File: config.mk
export PLATFORM = sky130hd
export DESIGN_NAME = store_monitor
export DESIGN_NICKNAME = d
export VERILOG_FILES = /design/src/rtl/store_monitor.sv
export SDC_FILE = /design/constraint.sdc
export NUM_CORES = 1
export LEC_CHECK = 0
export ABC_AREA = 1
export BUFFER_PORTS_ARGS = -buffer_cell sky130_fd_sc_hd__buf_4
export CAP_MARGIN = 20
export CELL_PAD_IN_SITES_DETAIL_PLACEMENT = 1
export CELL_PAD_IN_SITES_GLOBAL_PLACEMENT = 2
export CORE_MARGIN = 2
export CORE_UTILIZATION = 30
export DETAILED_ROUTE_END_ITERATION = 7
export PLACE_DENSITY = 0.81
export SLEW_MARGIN = 40
export SYNTH_ARGS = -nofsm -noshare
export SYNTH_HDL_FRONTEND = slang
export SYNTH_SLANG_ARGS = --single-unit
export TNS_END_PERCENT = 30
File: constraint.sdc
create_clock -name clk -period 4.2 [get_ports clk]
set_clock_uncertainty 0.2 [all_clocks]
set_input_delay 0.21 -clock clk [delete_from_list [all_inputs] [get_ports clk]]
set_output_delay 0.21 -clock clk [all_outputs]
set_load 0.02 [all_outputs]
File: src/rtl/store_monitor.sv
// Self-check stage on the core's data-memory write port: samples every store,
// matches it against the expected store pattern and latches a sticky verdict.
module store_monitor #(
  parameter int unsigned PASS_ADDR  = 84,
  parameter int unsigned PASS_DATA  = 7,
  parameter int unsigned ALLOW_ADDR = 80,
  parameter int unsigned TIMEOUT    = 1000,
  parameter int unsigned CNT_W      = 16
) (
  input  logic             clk,
  input  logic             reset,
  input  logic             memwrite,
  input  logic [31:0]      aluout,
  input  logic [31:0]      writedata,
  output logic             done,
  output logic             pass,
  output logic             fail,
  output logic [1:0]       fail_code,
  output logic [CNT_W-1:0] store_count,
  output logic [CNT_W-1:0] cycle_count,
  output logic [31:0]      last_addr,
  output logic [31:0]      last_data
);

  typedef enum logic [1:0] {
    RUN  = 2'd0,
    PASS = 2'd1,
    FAIL = 2'd2
  } state_t;

  localparam logic [31:0]      PASS_A  = 32'(PASS_ADDR);
  localparam logic [31:0]      PASS_D  = 32'(PASS_DATA);
  localparam logic [31:0]      ALLOW_A = 32'(ALLOW_ADDR);
  localparam logic [CNT_W-1:0] TO_LAST = CNT_W'(TIMEOUT - 1);
  localparam logic [CNT_W-1:0] ONE     = CNT_W'(1);
  localparam logic [1:0]       CODE_STORE   = 2'd1;
  localparam logic [1:0]       CODE_TIMEOUT = 2'd2;

  state_t state;

  // Only RUN evaluates inputs; PASS and FAIL hold every output until reset.
  always_ff @(posedge clk or posedge reset) begin
    if (reset) begin
      state       <= RUN;
      done        <= 1'b0;
      pass        <= 1'b0;
      fail        <= 1'b0;
      fail_code   <= 2'd0;
      store_count <= '0;
      cycle_count <= '0;
      last_addr   <= '0;
      last_data   <= '0;
    end else if (state == RUN) begin
      if (memwrite) begin
        last_addr <= aluout;
        last_data <= writedata;
        if (aluout == PASS_A && writedata == PASS_D) begin
          state <= PASS;
          done  <= 1'b1;
          pass  <= 1'b1;
        end else if (aluout == ALLOW_A) begin
          if (store_count != '1)
            store_count <= store_count + ONE;
        end else begin
          state     <= FAIL;
          done      <= 1'b1;
          fail      <= 1'b1;
          fail_code <= CODE_STORE;
        end
      end else if (cycle_count == TO_LAST) begin
        // A store on this edge would have won; an idle edge here is the timeout.
        state     <= FAIL;
        done      <= 1'b1;
        fail      <= 1'b1;
        fail_code <= CODE_TIMEOUT;
      end else begin
        cycle_count <= cycle_count + ONE;
      end
    end
  end

endmodule
==> flow_metrics.tcl, run 1 <==
set metrics [dict create \
    status "completed" \
    grt_pass1_vias 4800 \
    io_buffers 167 \
    dieHeight_um 133 \
    dr_total_vias 4385 \
    final_common_cell "buf_4" \
    syn_area_per_cell_um2 9.69 \
    clockPowerShare 0.449 \
    num_rows 47 \
    combPwrFrac 0.071 \
    cp-end-kind "flip-flop" \
    ant_nets 0 \
    cap_violations 0 \
    htree_num_levels 3 \
    cp_data_required_time_ps 4230 \
    synth-simple-area-share 0.235 \
    firstDrtPassIters 4 \
    dp_hpwl_um 10300 \
    synth_fa_ha_area_frac 0.00505 \
    gp_congestion 0.758 \
    syn_inst 512 \
    grt_antenna_before_repair 0 \
    synth_nets 581 \
    synth_top_family_by_area "simple AND/OR/NAND/NOR gates" \
    whs_endpoint "fail$_DFFE_PP0P_" \
    yosysWarnings 0 \
    r2r_slack_ps 2030 \
    wire_per_inst_um 15.5 \
    power.density_nw_per_um2 279 \
    clockBufferDepth 2 \
    syn-cell-area_um2 4960 \
    crit_type "input port to flip-flop" \
    yosysSeqAreaShare 0.520 \
    synth_mux_area_frac 0.127 \
    area_growth_pct 49.4 \
    rsz0062_at_grt "no" \
    num-nets-final 815 \
    p_int_mw 1.61 \
    max-vdd-ir-drop_v 0.000178 \
    synth_area_leaders "dfrtp_1 52%, nand2_1 9.2%, mux2_2 7.3%" \
    cts_tree "yes" \
    drc 0 \
    vias_per_cell 4.52 \
    max_stage_delay_ps 550 \
    io-pin-count 168 \
    start_kind "input port" \
    switchingPower_mw 0.460 \
    synth_compound_area_frac 0.0247 \
    ys_ff_latch 103 \
    die_w_um 133 \
    path_clk_slew_ps 80 \
    cp_top_family "buffers and inverters" \
    synth_top_area_frac 0.520 \
    crit_buf_inv 3 \
    r2r_start "cycle_count[0]$_DFFE_PP0P_" \
    whs_path_depth 2 \
    cp_max_fo 42 \
    dieArea_um2 17600 \
    grt-ovfl-total 0 \
    cts_buffers 9 \
    synth_xor_area_frac 0.0406 \
    fill_cells 1872 \
    antenna_cells 0 \
    grt_util_all_layers 0.177 \
    core_um2 16300 \
    layout_min_cycle_time_ps 2210 \
    cts_sinks 103 \
    power_leakage_nw 3.88 \
    worstMarginPinSlew_ps 726 \
    finish.utilization 0.453 \
    worst_skew_pair.late_latency_ps 350 \
    arrival_ps 2240 \
    setup_violations 0 \
    post-route-period-util 0.526 \
    start_util 0.303 \
    grt_max_degree 80 \
    synth_area_leader_cell "dfrtp_1" \
    post_cts_buffers 0 \
    cts_root_buf "clkbuf_16" \
    detail_route.iter0.violations 161 \
    slew_headroom 0.516 \
    ff2ff_path_depth 8 \
    path_cells "dlygate4sd3_1, buf_4, nand2_4, buf_4, mux2_2" \
    synth_cell_types 31 \
    slowest_stage "dlygate4sd3_1" \
    finalHoldViolCount 0 \
    drt_wl_total_um 15000 \
    grt_first_pass_wirelength_um 25000 \
    switching_share 0.223 \
    rr_endpoint "cycle_count[3]$_DFFE_PP0P_" \
    drive_gt1_frac 0.326 \
    setup_tns_ps 0 \
    fmax_mhz 453 \
    maxSlewViolCount 0 \
    hold_class "flip-flop to flip-flop" \
    p_total_mw 2.07 \
    hp-start "fail$_DFFE_PP0P_" \
    critPathMostFrequentCell "buf_4" \
    final_cell_mix "169 x buf_4, 122 x nand2_1, 103 x dfrtp_1" \
    power_frac_seq 0.480 \
]
-- through the flow --
stage          cell area [µm²]  worst slack [ps]  hold WS (ps)  instances
2_1_floorplan             4960              1090           142        512
3_3_place_gp              6420              1890           233        889
3_5_place_dp              6420              1800           203        889
4_1_cts                   7400              1700           281        971
5_1_grt                   7410              1820           308        971
6_report                  7410              1990           274        971
-- worst register-to-register path: stages, from the launching register on --
cell and delay (ps):
dfrtp_1 470, ha_1 290, nand3_1 100, nor2_1 50
nand2_1 70, nand2_2 80, nor2_4 470, nand2_1 150
xor2_1 180
-- routing by layer --
layer | wire [µm] | track usage | share of wire
met1 | 6250 | 0.209 | 0.42
met2 | 7820 | 0.318 | 0.52
met3 | 571 | 0.0295 | 0.038
met4 | 369 | 0.0711 | 0.025
met5 | 0 | 0 | 0
-- sequential cells by signal, summed over array words and instances, names as in the netlist --
register	count
cycle_count	16
done	1
fail	1
fail_code	2
last_addr	32
last_data	32
pass	1
state	2
store_count	16
-- final cells by class --
class / instances / area, µm² / area share
sequential: 103 / 2580 / 0.348
multi-input combinational: 357 / 2150 / 0.290
timing repair buffer: 235 / 1930 / 0.260
tap: 220 / 275 / 0.0371
clock buffer: 10 / 229 / 0.0309
inverter: 40 / 155 / 0.0209
clock inverter: 6 / 92.6 / 0.0125
-- cell families (layout without fill, tap and decap cells) --
group / after synthesis / in the layout
flip-flops: 103 / 103
XOR/XNOR: 23 / 23
adder cells (fa/ha/maj): 2 / 2
AO/OA/AOI/OAI: 24 / 24
AND/OR/NAND/NOR: 252 / 252
multiplexers: 56 / 56
buffers and inverters: 52 / 291
-- timing repair --
action,in CTS,in global routing
hold buffers,66,0
endpoints found under the setup margin,0,0
hold endpoints to repair,144,0
gates resized for setup,0,0
-- Yosys cell counts (all sizes together) --
cell / count
nor3: 6
inv: 40
buf: 11
dfrtp: 103
nor4: 1
xor2: 16
a21oi: 1
nand3: 35
o21bai: 1
nor2: 73
or2: 1
xnor2: 7
nand4: 8
mux2: 56
ha: 2
clkbuf: 1
nand2: 128
o21ai: 22
-- power groups by stage --
stage,Sequential [mW],Combinational [mW],Clock [mW]
finish,0.991,0.148,0.928
detailed placement,1.01,0.0971,0
floorplan,1.01,0.0294,0
CTS,0.991,0.148,0.951
global route,0.991,0.163,0.991
global placement,1.01,0.0939,0
-- worst max-delay path by stage --
stage,from,endpoint,depth (start not counted),slack (ps)
detailed placement,state[1]$_DFFE_PP0P_,last_data[12]$_DFFE_PP0P_,4,1800
global route,cycle_count[0]$_DFFE_PP0P_,cycle_count[11]$_DFFE_PP0P_,8,1820
finish,memwrite,last_addr[24]$_DFFE_PP0P_,5,1990
CTS,memwrite,last_addr[25]$_DFFE_PP0P_,5,1700
global placement,state[1]$_DFFE_PP0P_,last_addr[24]$_DFFE_PP0P_,4,1890
floorplan,reset,cycle_count[0]$_DFFE_PP0P_,1,1090
Note: power is estimated with default switching activity, not from simulation.
==> run 2: changes to the inputs <==
==> constraint.sdc (replaced) <==
create_clock -name clk -period 2.17 [get_ports clk]
set_clock_uncertainty 0.2 [all_clocks]
set_input_delay 0.1085 -clock clk [delete_from_list [all_inputs] [get_ports clk]]
set_output_delay 0.1085 -clock clk [all_outputs]
set_load 0.02 [all_outputs]
==> run 2 against run 1 <==
Compared with the run above: critical path depth is 5 higher; register-to-register slack got worse by 1800 ps; die area unchanged; sequential power increased by 94%; first-iteration DRC count fell by 22%; setup slack got worse by 1700 ps; final cell count is 1.1% higher; clock power rose by 84%; total power is 90% higher; non-clock buffer count increased by 11; sequential share of layout area decreased by 0.45 points; design area grew 1.4%; critical path type is now flip-flop to flip-flop; critical endpoint is now fail_code[1]$_DFFE_PP0P_; largest cell class unchanged.
==> flow_metrics.tcl, run 2 (same netlist as run 1, synthesis figures left out) <==
set metrics [dict create \
    ant_nets 0 \
    grt-ovfl-total 0 \
    io-pin-count 168 \
    path_clk_slew_ps 80 \
    layout_min_cycle_time_ps 1910 \
    start_util 0.303 \
    cts_root_buf "clkbuf_16" \
    drt_wl_total_um 15700 \
    power_frac_seq 0.488 \
    cp-end-kind "flip-flop" \
    finish.utilization 0.459 \
    rsz0062_at_grt "no" \
    cp_max_fo 7 \
    top_regs "last_addr x32, last_data x32" \
    finalHoldViolCount 0 \
    final_common_cell "buf_4" \
    dp_hpwl_um 10900 \
    grt_util_all_layers 0.185 \
    drive_gt1_frac 0.339 \
    fill_cells 1895 \
    worst_skew_pair.late_latency_ps 350 \
    ff2ff_path_depth 10 \
    p_int_mw 3.02 \
    num_rows 47 \
    fmax_mhz 525 \
    crit_start "cycle_count[0]$_DFFE_PP0P_" \
    wire_per_inst_um 16.0 \
    start_kind "flip-flop" \
    status "completed" \
    cp_data_required_time_ps 2220 \
    place_inst 894 \
    detail_route.iter0.violations 126 \
    cts_sinks 103 \
    antenna_cells 0 \
    cap_violations 0 \
    firstDrtPassIters 4 \
    clockPowerShare 0.437 \
    cts_tree "yes" \
    critPathMostFrequentCell "nand2_1" \
    gp_congestion 0.764 \
    place_area_um2 6480 \
    combPwrFrac 0.075 \
    drc 0 \
    r2r_start "cycle_count[0]$_DFFE_PP0P_" \
    setup_tns_ps 0 \
    core_um2 16300 \
    grt_pass1_vias 5052 \
    htree_num_levels 3 \
    io_buffers 167 \
    cp_top_family "simple AND/OR/NAND/NOR gates" \
    grt_antenna_before_repair 0 \
    post-route-period-util 0.878 \
    switching_share 0.230 \
    slowest_stage "dfrtp_2" \
    fin_cells 982 \
    grt_first_pass_wirelength_um 26000 \
    slew_headroom 0.691 \
    dieArea_um2 17600 \
    maxSlewViolCount 0 \
    max-vdd-ir-drop_v 0.000340 \
    crit_type "flip-flop to flip-flop" \
    grt_max_degree 57 \
    power.density_nw_per_um2 523 \
    area_growth_pct 51.4 \
    final_cell_mix "177 x buf_4, 122 x nand2_1, 102 x dfrtp_1" \
    stdcell_area_um2 7510 \
    power_leakage_nw 3.93 \
    arrival_ps 1950 \
    dr_total_vias 4451 \
    die_w_um 133 \
    dieHeight_um 133 \
    clockBufferDepth 2 \
    path_cells "ha_1, nand3_1, nor2_1, nand2_1, nand2_2, nand2_1, nor2_2, nand2_1, nand2_1, nand2_1" \
    vias_per_cell 4.53 \
    setup_violations 0 \
    cts_buffers 9 \
    num-nets-final 826 \
    whs_ps 87.9 \
    crit_buf_inv 0 \
    r2r_slack_ps 260 \
    worstMarginPinSlew_ps 464 \
    rr_endpoint "fail_code[1]$_DFFE_PP0P_" \
    max_stage_delay_ps 430 \
    switchingPower_mw 0.903 \
    hold_class "input port to async pin" \
]
## run 2: worst max path at each step
stage                             endpoint  slack (ps)  cells after the start
2_1_floorplan     fail_code[0]$_DFFE_PP0P_         340                     10
3_3_place_gp   cycle_count[14]$_DFFE_PP0P_         200                      9
3_5_place_dp    cycle_count[8]$_DFFE_PP0P_         130                      9
4_1_cts         cycle_count[8]$_DFFE_PP0P_         100                      9
5_1_grt           fail_code[1]$_DFFE_PP0P_          80                     10
6_report          fail_code[1]$_DFFE_PP0P_         260                     10
## run 2: metal layers
layer	wire length (µm)	global-route usage	share of wire	vias to the layer above
li1	-	-	-	2136
met1	6250	0.210	0.40	2166
met2	8290	0.334	0.53	117
met3	694	0.0345	0.044	32
met4	495	0.0890	0.031	0
met5	0	0	0	-
## run 2: final cells by class
cell class              count  area, µm²  share of cell area
multi-input cells         357       2150               0.286
clock inverters             6       67.6             0.00900
clock buffers              10        239              0.0318
flip-flops and latches    103       2580               0.343
inverters                  40        154              0.0205
well taps                 220        275              0.0367
repair buffers            246       2050               0.273
## run 2: through the flow
| step | total power, mW | setup slack (ps) |
|---|---|---|
| 2_1_floorplan | 2.01 | 339 |
| 3_3_place_gp | 2.14 | 198 |
| 3_5_place_dp | 2.15 | 128 |
| 4_1_cts | 3.98 | 103 |
| 5_1_grt | 4.07 | 77.3 |
| 6_report | 3.93 | 265 |
## run 2: power groups by stage
| stage | Combinational [mW] | Sequential, mW | Clock, mW |
|---|---|---|---|
| floorplan | 0.0573 | 1.96 | 0 |
| global placement | 0.188 | 1.96 | 0 |
| detailed placement | 0.195 | 1.96 | 0 |
| CTS | 0.294 | 1.92 | 1.77 |
| global route | 0.321 | 1.92 | 1.83 |
| finish | 0.294 | 1.92 | 1.71 |
## run 2: repair_timing
item / CTS / global route
resized for setup: 0 / 1
hold endpoints to repair: 170 / 0
setup endpoints to repair: 0 / 5
hold buffers: 66 / 0
setup buffers: 0 / 6
## run 2: worst min-delay path, cell delays in order
cell and delay (ps):
dlygate4sd3_1 540, buf_4 150, clkinvlp_4 250
